==> config.mk <==
export PLATFORM = sky130hd
export DESIGN_NAME = imem_loader_flat
export DESIGN_NICKNAME = d
export VERILOG_FILES = /design/src/rtl/imem_loader_pkg.sv /design/src/rtl/imem_loader_if.sv /design/src/rtl/imem_loader_word_packer.sv /design/src/rtl/imem_loader.sv /design/src/flat_wrapper.sv
export SDC_FILE = /design/constraint.sdc
export NUM_CORES = 1
export LEC_CHECK = 0
export ABC_CLOCK_PERIOD_IN_PS = 4700
export CAP_MARGIN = 20
export CORE_MARGIN = 2
export CORE_UTILIZATION = 56
export DETAILED_ROUTE_END_ITERATION = 7
export MAX_ROUTING_LAYER = met4
export PLACE_DENSITY = 0.93
export SLEW_MARGIN = 15
export SYNTH_ARGS = -nofsm -noshare
export SYNTH_HDL_FRONTEND = slang
export SYNTH_SLANG_ARGS = --single-unit
==> constraint.sdc <==
create_clock -name clk -period 4.7 [get_ports clk]
set_input_delay 1.41 -clock clk [delete_from_list [all_inputs] [get_ports clk]]
set_output_delay 1.41 -clock clk [all_outputs]
set_load 0.01 [all_outputs]
==> src/rtl/imem_loader_pkg.sv <==
// Shared constants for the LEGv8 instruction-memory loader: FSM encodings and
// byte-lane geometry.
package imem_loader_pkg;

  localparam int unsigned BYTES_PER_WORD = 4;
  localparam int unsigned LANE_W         = 2;

  localparam logic [2:0] ST_IDLE  = 3'd0;
  localparam logic [2:0] ST_LOAD  = 3'd1;
  localparam logic [2:0] ST_FLUSH = 3'd2;
  localparam logic [2:0] ST_DONE  = 3'd3;
  localparam logic [2:0] ST_ERROR = 3'd4;

endpackage

==> src/rtl/imem_loader_if.sv <==
// Byte-stream valid/ready channel feeding the instruction-memory loader.
interface imem_loader_if;

  logic       byte_valid;
  logic [7:0] byte_data;
  logic       byte_last;
  logic       byte_ready;

  modport master (output byte_valid, byte_data, byte_last, input byte_ready);
  modport slave  (input byte_valid, byte_data, byte_last, output byte_ready);

endinterface

==> src/rtl/imem_loader_word_packer.sv <==
// Packs accepted bytes little-endian into a word; emits a one-cycle word_valid
// when lane 3 fills or a last byte arrives, with unfilled upper lanes zero.
module word_packer
  import imem_loader_pkg::*;
#(
  parameter int unsigned WORD_W = 32
) (
  input  logic              clk,
  input  logic              rst,
  input  logic              clear,
  input  logic              accept,
  input  logic [7:0]        data,
  input  logic              last,
  output logic              completing,
  output logic              word_valid,
  output logic [WORD_W-1:0] word
);

  logic [LANE_W-1:0] lane;
  logic [WORD_W-1:0] acc;
  logic [WORD_W-1:0] merged;

  always_comb begin
    merged     = acc | (WORD_W'(data) << {lane, 3'b000});
    completing = accept && ((lane == LANE_W'(BYTES_PER_WORD - 1)) || last);
  end

  always_ff @(posedge clk or posedge rst) begin
    if (rst) begin
      lane       <= '0;
      acc        <= '0;
      word_valid <= 1'b0;
      word       <= '0;
    end else begin
      word_valid <= 1'b0;
      if (clear) begin
        lane <= '0;
        acc  <= '0;
      end else if (accept) begin
        if (completing) begin
          word       <= merged;
          word_valid <= 1'b1;
          lane       <= '0;
          acc        <= '0;
        end else begin
          acc  <= merged;
          lane <= lane + 1'b1;
        end
      end
    end
  end

endmodule

==> src/rtl/imem_loader.sv <==
// Writer side of the LEGv8 instruction memory: streams bytes into sequential
// imem words from word 0 and holds the CPU in reset until loading completes.
module imem_loader
  import imem_loader_pkg::*;
#(
  parameter int unsigned ADDR_W = 8,
  parameter int unsigned WORD_W = 32
) (
  input  logic              clk,
  input  logic              rst,
  input  logic              start,
  imem_loader_if.slave      bus,
  output logic              imem_we,
  output logic [ADDR_W-1:0] imem_waddr,
  output logic [WORD_W-1:0] imem_wdata,
  output logic              cpu_rst,
  output logic              done,
  output logic              err_overflow,
  output logic [ADDR_W:0]   words_loaded
);

  localparam logic [ADDR_W:0] DEPTH = {1'b1, {ADDR_W{1'b0}}};

  logic [2:0] state;
  logic [2:0] state_nx;
  logic       has_room;
  logic       accept;
  logic       completing;
  logic       clear;

  always_comb begin
    has_room = (words_loaded < DEPTH);
    accept   = bus.byte_valid && bus.byte_ready;
    clear    = start && ((state == ST_IDLE) || (state == ST_DONE) || (state == ST_ERROR));
  end

  assign bus.byte_ready = (state == ST_LOAD) && has_room;
  assign done           = (state == ST_DONE);
  assign cpu_rst        = (state != ST_DONE);
  assign err_overflow   = (state == ST_ERROR);

  always_comb begin
    state_nx = state;
    case (state)
      ST_IDLE:  if (start) state_nx = ST_LOAD;
      // A full memory refuses the byte, so last-on-final-word still reaches FLUSH.
      ST_LOAD: begin
        if (accept && bus.byte_last)         state_nx = ST_FLUSH;
        else if (!has_room && bus.byte_valid) state_nx = ST_ERROR;
      end
      ST_FLUSH: state_nx = ST_DONE;
      ST_DONE:  if (start) state_nx = ST_LOAD;
      ST_ERROR: if (start) state_nx = ST_LOAD;
      default:  state_nx = ST_IDLE;
    endcase
  end

  always_ff @(posedge clk or posedge rst) begin
    if (rst) begin
      state        <= ST_IDLE;
      words_loaded <= '0;
      imem_waddr   <= '0;
    end else begin
      state <= state_nx;
      if (clear) begin
        words_loaded <= '0;
      end else if (completing) begin
        imem_waddr   <= words_loaded[ADDR_W-1:0];
        words_loaded <= words_loaded + 1'b1;
      end
    end
  end

  word_packer #(.WORD_W(WORD_W)) u_packer (
    .clk        (clk),
    .rst        (rst),
    .clear      (clear),
    .accept     (accept),
    .data       (bus.byte_data),
    .last       (bus.byte_last),
    .completing (completing),
    .word_valid (imem_we),
    .word       (imem_wdata)
  );

endmodule
==> src/flat_wrapper.sv <==
// flat-port wrapper written by rule: the top's interface ports become plain ports
module imem_loader_flat import imem_loader_pkg::*;
#(
  parameter int unsigned ADDR_W = 8,
  parameter int unsigned WORD_W = 32
)
  (clk, rst, start, imem_we, imem_waddr, imem_wdata, cpu_rst, done, err_overflow, words_loaded, bus_byte_valid, bus_byte_data, bus_byte_last, bus_byte_ready);
  imem_loader_if bus_i ();
  input  logic clk;
  input  logic rst;
  input  logic start;
  output logic imem_we;
  output logic [ADDR_W-1:0] imem_waddr;
  output logic [WORD_W-1:0] imem_wdata;
  output logic cpu_rst;
  output logic done;
  output logic err_overflow;
  output logic [ADDR_W:0] words_loaded;
  input wire logic [$bits(bus_i.byte_valid)-1:0] bus_byte_valid;
  input wire logic [$bits(bus_i.byte_data)-1:0] bus_byte_data;
  input wire logic [$bits(bus_i.byte_last)-1:0] bus_byte_last;
  output wire logic [$bits(bus_i.byte_ready)-1:0] bus_byte_ready;
  assign bus_i.byte_valid = bus_byte_valid;
  assign bus_i.byte_data = bus_byte_data;
  assign bus_i.byte_last = bus_byte_last;
  assign bus_byte_ready = bus_i.byte_ready;
  imem_loader #(.ADDR_W(ADDR_W), .WORD_W(WORD_W)) u_core (.clk(clk), .rst(rst), .start(start), .bus(bus_i), .imem_we(imem_we), .imem_waddr(imem_waddr), .imem_wdata(imem_wdata), .cpu_rst(cpu_rst), .done(done), .err_overflow(err_overflow), .words_loaded(words_loaded));
endmodule
==> results by group, run 1 <==
Run status
  • Outcome: complete, no violations

STA
  • Unrepaired setup endpoints after global routing: no
  • Hold Vio Cnt, Final: 0
  • Crit share post-route: between 70% and 80%
  • Fmax: 271 MHz
  • Worst slew margin: 27.5%
  • Minimum clock period: 3680 ps
  • Setup TNS: 0 ps
  • Worst slew pin tran: approximately 1100 ps
  • Clock Skews: ~13 ps
  • # setup viols final: 0
  • Slew Viols, Final: 0

Layout
  • Sequential Area: 2180 µm²
  • # nets final: approximately 450
  • Most frequent cells in the layout: dfrtp_1, a21oi_1, clkdlybuf4s50_1
  • Multi-input gate area: 1260 µm²
  • Fill cells: approximately 440
  • Cell Count, Final, Fillers Out: approximately 510
  • Antenna Cells: 0
  • Share of post-route cells with drive strength above 1: 5.75%
  • Commonest non-fill, non-tap cell in the layout: dfrtp_1
  • Synthesis-to-finish area growth: 22.4%

Clock tree
  • Hold buffers post-CTS: 0
  • CTS tree: done
  • CTS HTree Levels: 3
  • Post-CTS Setup Repair Bufs: 0
  • CTS root buf: clkbuf_8
  • CTS sink count: 87
  • Post-CTS sizing: 0
  • Total CTS buffers: 9
  • Worst skew pair latency: 360 ps
  • Maximum root-to-sink buffer count: 2
  • Reg clk slew, reported paths: 90 ps

Power
  • VDD IR max: 0.000343 V
  • Power Dens Cells: around 530 nW/µm²
  • Pleak: 1.97 nW

Detailed routing
  • Total number of vias: 2915
  • Via-to-Cell Ratio: 5.69
  • Post-Route WL: 8.26 mm
  • Wire per inst: 16.1 µm
  • DR iter-0 viols: 392
  • DR pass1 iterations: 4
  • Final ANT Viol Nets: 0
  • # DRC: 0

Floorplanning
  • Starting Density: between 50% and 60%
  • Num ports: 67
  • Die X: approximately 85 µm
  • Die ar.: just over 7000 µm²
  • Die Y: 84.6 µm
  • Num rows: 29
  • Core area: 6310 µm²

Synth
  • Sequential fraction of the synthesis area: 59.9%
  • Total nets after synthesis: 393
  • Mapped cell area: 3630 µm²
  • Mean Syn Cell Area: 9.62 µm²
  • Cells after Synth: around 380
  • Synth Warn #: 0
  • Cell variety after synth: 33
  • Synthesis-stage register bit count: between 80 and 90

Critical path
  • Reg2reg path depth: 4
  • Startpoint types: flip-flop
  • Worst-path maximum fanout: 11
  • Critical Path Sink Type: output port
  • Crit path DAT: ~2300 ps
  • Critical path type: flip-flop to output port
  • CP required: ~3300 ps

GRT
  • Number of global-route vias before repair: 2871
  • Initial antenna violation count: 0
  • Total GRT Usage: 24.9%
  • First-pass GRT wire length: 13.6 mm
  • Grt total ovfl: 0
  • Largest net degree at the start of global routing: 77

Flow run
  • Max cap viols: 0

Placed design
  • Gpl congestion: 0.824
  • HPWL after DPL: 5.45 mm
  • # port buffers: 66
  • Placed insts: 496

Worst hold path
  • Hold Path Stages: 2
  • HP Class: flip-flop to flip-flop
## worst max-delay path, stage by stage (launching register included)
cell and delay [ps]:
dfrtp_1 550, or4b_1 730, inv_1 100, clkdlybuf4s50_1 530
## layer usage
layer / vias to the layer above / GRT usage, % / wire, µm
met1: 1392 / 30.9 / 3400
met4: 0 / 13.9 / 255
li1: 1377 / - / -
met5: - / - / 0
met2: 120 / 39.0 / 4110
met3: 26 / 4.03 / 490
## cell type report
cell class              instances  area share, %
inverters                       7          0.703
repair buffers                 69           15.4
multi-input cells             256           28.4
clock buffers                  10           2.87
flip-flops and latches         87           48.9
well taps                      77           2.17
clock inverters                 6           1.55
## sequential cells by signal, summed over array words and instances (netlist names)
| register | cells |
|---|---|
| u_core.u_packer.word_valid | 1 |
| u_core.u_packer.word | 32 |
| u_core.u_packer.acc | 32 |
| u_core.state | 3 |
| u_core.imem_waddr | 8 |
| u_core.words_loaded | 9 |
| u_core.u_packer.lane | 2 |
## cell usage after synthesis
cell      instances  area share [%]
a21oi_1          67             9.2
a22oi_1           2            0.41
a31oi_1           1            0.17
and2_0            1            0.17
and2_1            1            0.17
and3b_1           1            0.24
buf_1             9            0.93
buf_2             3            0.41
buf_4             3            0.62
buf_6             6             1.9
clkbuf_1          7            0.72
dfrtp_1          87              60
ha_1              2            0.69
inv_1             6            0.62
inv_4             1            0.17
nand2_1          64             6.6
nand3_1           2            0.28
nand3b_1          2            0.41
nand4_1           2            0.34
nor2_1           44             4.5
nor2b_1           2            0.34
nor3_1            7            0.96
nor4_1            1            0.17
nor4b_2           4             1.7
o211ai_1          2            0.41
o21a_1            1            0.21
o21ai_0           7            0.96
o21ai_1          32             4.4
or2_1             2            0.34
or3_1             2            0.34
or4_1             1            0.21
or4b_1            1            0.28
xnor2_1           5             1.2
## metrics by stage
| stage | power (W) | utilization [%] | setup WS [ps] | area, µm² | hold slack, ps |
|---|---|---|---|---|---|
| floorplan | 0.00154 | - | 1040 | 3630 | 463 |
| global placement | 0.00181 | 67.3 | 1280 | 4250 | 458 |
| detailed placement | 0.00185 | 67.3 | 1210 | 4250 | 464 |
| CTS | 0.00237 | 70.4 | 1000 | 4450 | 485 |
| global route | 0.00251 | 70.5 | 939 | 4450 | 505 |
| finish | 0.00237 | 70.5 | 1020 | 4450 | 482 |
## cells by family after synthesis
kind of cell,count (synthesis),share of synthesized area [%]
and+or+nand+nor,137,17.1
DFF,87,59.9
adders and majority gates,2,0.688
xor gates and xnor gates,5,1.20
AOI/OAI and AO/OA,112,15.8
buffers and inverters,35,5.34
## power breakdown
part           switching, W  internal, W  total [W]
sequential         0.000127     0.000917    0.00104
combinational      0.000452     0.000350   0.000801
clock              0.000272     0.000249   0.000521
## worst paths after layout
path	start	endpoint	slack (ps)
setup / recovery	u_core.words_loaded[8]$_DFFE_PP0P_	bus_byte_ready	1020
hold / removal	u_core.imem_waddr[0]$_DFFE_PP0P_	u_core.imem_waddr[0]$_DFFE_PP0P_	480
setup reg to reg	u_core.words_loaded[8]$_DFFE_PP0P_	u_core.u_packer.acc[11]$_DFFE_PP0P_	1930
hold reg to reg	u_core.imem_waddr[0]$_DFFE_PP0P_	u_core.imem_waddr[0]$_DFFE_PP0P_	480
max in group asynchronous	rst	u_core.u_packer.word[6]$_DFFE_PP0P_	2450
min in group asynchronous	rst	u_core.imem_waddr[5]$_DFFE_PP0P_	1550
No activity file was read; power rests on OpenSTA's default activity.
==> inputs of run 2 (changes only) <==
--- a/config.mk
+++ b/config.mk
@@ -5,13 +5,13 @@
 export SDC_FILE = /design/constraint.sdc
 export NUM_CORES = 1
 export LEC_CHECK = 0
-export ABC_CLOCK_PERIOD_IN_PS = 4700
+export ABC_CLOCK_PERIOD_IN_PS = 3300
 export CAP_MARGIN = 20
 export CORE_MARGIN = 2
-export CORE_UTILIZATION = 56
+export CORE_UTILIZATION = 47
 export DETAILED_ROUTE_END_ITERATION = 7
 export MAX_ROUTING_LAYER = met4
-export PLACE_DENSITY = 0.93
+export PLACE_DENSITY = 0.84
 export SLEW_MARGIN = 15
 export SYNTH_ARGS = -nofsm -noshare
 export SYNTH_HDL_FRONTEND = slang
==> constraint.sdc (replaced) <==
create_clock -name clk -period 3.3 [get_ports clk]
set_input_delay 0.99 -clock clk [delete_from_list [all_inputs] [get_ports clk]]
set_output_delay 0.99 -clock clk [all_outputs]
set_load 0.01 [all_outputs]
==> run 2 against run 1 <==
Net effect:
- routed wire length shrank 2.2%
- critical path depth is the same
- via count shrank 1.3%
- non-clock buffer count grew 6
- setup slack lost 780 ps
- sequential share of layout area shrank 1.1 points
- clock-buffer cell count grew 1
- first-iteration DRC count shrank 51%
- total power grew 44%
- clock skew shrank 2.0 ps
- register-to-register slack lost 740 ps
- clock power grew 43%
- critical path type unchanged
- critical endpoint unchanged
- largest cell class unchanged
- largest power group unchanged
- highest routed layer unchanged
==> results by group, run 2 (same netlist as run 1, synthesis figures left out) <==
Layout
  • # nets final: 451
  • Synthesis-to-finish area growth: 25.2%
  • Commonest non-fill, non-tap cell in the layout: dfrtp_1
  • Sequential Area: 2180 µm²
  • Core Util, Final: 59.8%
  • Share of post-route cells with drive strength above 1: 7.03%
  • Multi-input gate area: around 1300 µm²
  • Most frequent cells in the layout: dfrtp_1, a21oi_1, clkdlybuf4s50_1
  • Biggest regs: u_core.u_packer.acc x32, u_core.u_packer.word x32, u_core.words_loaded x9
  • Fill cells: 648
  • Antenna Cells: 0

Clock tree
  • CTS tree: done
  • CTS HTree Levels: 3
  • Worst skew pair latency: 360 ps
  • Reg clk slew, reported paths: ~80 ps
  • Maximum root-to-sink buffer count: 2
  • Post-CTS Setup Repair Bufs: 0
  • Hold buffers post-CTS: 0
  • CTS root buf: clkbuf_8
  • Total CTS buffers: 9
  • Post-CTS sizing: 0
  • CTS sink count: 87

STA
  • Clock Skews: 10.7 ps
  • Worst slew margin: between 50% and 60%
  • Hold Vio Cnt, Final: 0
  • Slew Viols, Final: 0
  • Worst slew pin tran: 687 ps
  • Unrepaired setup endpoints after global routing: no
  • Fmax: approximately 330 MHz
  • Final WS setup: 231 ps
  • # setup viols final: 0
  • Minimum clock period: about 3100 ps
  • Crit share post-route: 93.0%
  • WHS: about 480 ps
  • Setup TNS: 0 ps

GRT
  • First-pass GRT wire length: 13.4 mm
  • Initial antenna violation count: 0
  • Total GRT Usage: 20.7%
  • Number of global-route vias before repair: 2807
  • Largest net degree at the start of global routing: 77
  • Grt total ovfl: 0

Critical path
  • Worst-path maximum fanout: 8
  • Reg-to-reg endpoint: u_core.words_loaded[1]$_DFFE_PP0P_
  • CP required: approximately 2300 ps
  • Critical Path Sink Type: output port
  • Worst r2r src: u_core.state[2]$_DFFE_PP0P_
  • Crit path DAT: 2080 ps
  • Startpoint types: flip-flop
  • Worst R2R Setup Slack: between 1000 and 1500 ps
  • Critical path type: flip-flop to output port
  • Reg2reg path depth: 5

Floorplanning
  • Num rows: 32
  • Starting Density: between 40% and 50%
  • Die Y: 91.9 µm
  • Num ports: between 60 and 70
  • Core area: about 7600 µm²
  • Die X: about 92 µm
  • Die ar.: 8450 µm²

Power
  • Pleak: 2.02 nW
  • VDD IR max: 0.000401 V
  • Design Power: 0.00340 W
  • Power Dens Cells: 748 nW/µm²

Detailed routing
  • DR pass1 iterations: 4
  • Final ANT Viol Nets: 0
  • Total number of vias: 2876
  • # DRC: 0
  • Via-to-Cell Ratio: 5.30
  • Post-Route WL: roughly 8.1 mm
  • DR iter-0 viols: 191
  • Wire per inst: 14.9 µm

Worst hold path
  • Hold Crit Endpoint: u_core.imem_waddr[0]$_DFFE_PP0P_
  • HP Class: flip-flop to flip-flop
  • Hold Path Stages: 2
  • Worst hold start: u_core.imem_waddr[0]$_DFFE_PP0P_

Placed design
  • Gpl congestion: 0.890
  • HPWL after DPL: 5.30 mm
  • Place WS: roughly 600 ps
  • # port buffers: 66

Flow run
  • Max cap viols: 0

Run status
  • Outcome: complete, no violations
==> run 2: changes by cell type in the layout (fill, tap and decap cells not counted) <==
cell	delta
buf_12	+2
inv_4	-1
buf_4	+4
clkinv_4	-2
clkbuf_8	+1
clkinv_2	+2
==> run 2: per-stage QoR <==
step,area (µm²),cells
6_report,4550,543
5_1_grt,4550,543
4_1_cts,4550,543
3_5_place_dp,4350,527
3_3_place_gp,4350,527
2_1_floorplan,3630,378
==> run 2: per-layer routing <==
layer	global-route usage, %	up-vias	share of wire [%]
met3	3.04	17	4.8
li1	-	1390	-
met2	32.7	76	50
met5	-	-	0
met1	26.0	1393	42
met4	10.7	0	2.4
==> run 2: power by group <==
part           leakage, nW  internal [W]  switching [W]  total [W]
registers             1.18       0.00131       0.000162    0.00147
clock network       0.0997      0.000371       0.000372   0.000743
logic                0.739      0.000531       0.000661    0.00119
==> run 2: worst max-delay path by stage <==
stage | startpoint | endpoint | slack, ps | depth (start not counted)
2_1_floorplan | rst | u_core.imem_waddr[0]$_DFFE_PP0P_ | 60 | 1
3_3_place_gp | u_core.state[2]$_DFFE_PP0P_ | bus_byte_ready | 640 | 3
3_5_place_dp | u_core.state[2]$_DFFE_PP0P_ | bus_byte_ready | 600 | 3
6_report | u_core.state[2]$_DFFE_PP0P_ | bus_byte_ready | 230 | 3
4_1_cts | u_core.state[2]$_DFFE_PP0P_ | bus_byte_ready | 220 | 3
5_1_grt | u_core.state[2]$_DFFE_PP0P_ | bus_byte_ready | 160 | 3
==> run 2: final cells by class <==
class                   instances  share of cell area [%]
well taps                     102                    2.81
clock buffers                  11                    3.11
repair buffers                 75                    16.6
inverters                       7                   0.660
multi-input cells             256                    27.8
clock inverters                 5                    1.24
flip-flops and latches         87                    47.9
==> run 2: worst max-delay path, cell delays in order (launching register included) <==
cell             delay, ps
dfrtp_1                440
or4b_1                 660
inv_1                  110
clkdlybuf4s50_1        530
==> inputs of run 3 (changes only) <==
--- a/config.mk
+++ b/config.mk
@@ -16,3 +16,4 @@
 export SYNTH_ARGS = -nofsm -noshare
 export SYNTH_HDL_FRONTEND = slang
 export SYNTH_SLANG_ARGS = --single-unit
+export TNS_END_PERCENT = 5
==> results of run 3 <==
The final DEF is identical to that of run 2; final timing and power are the same.
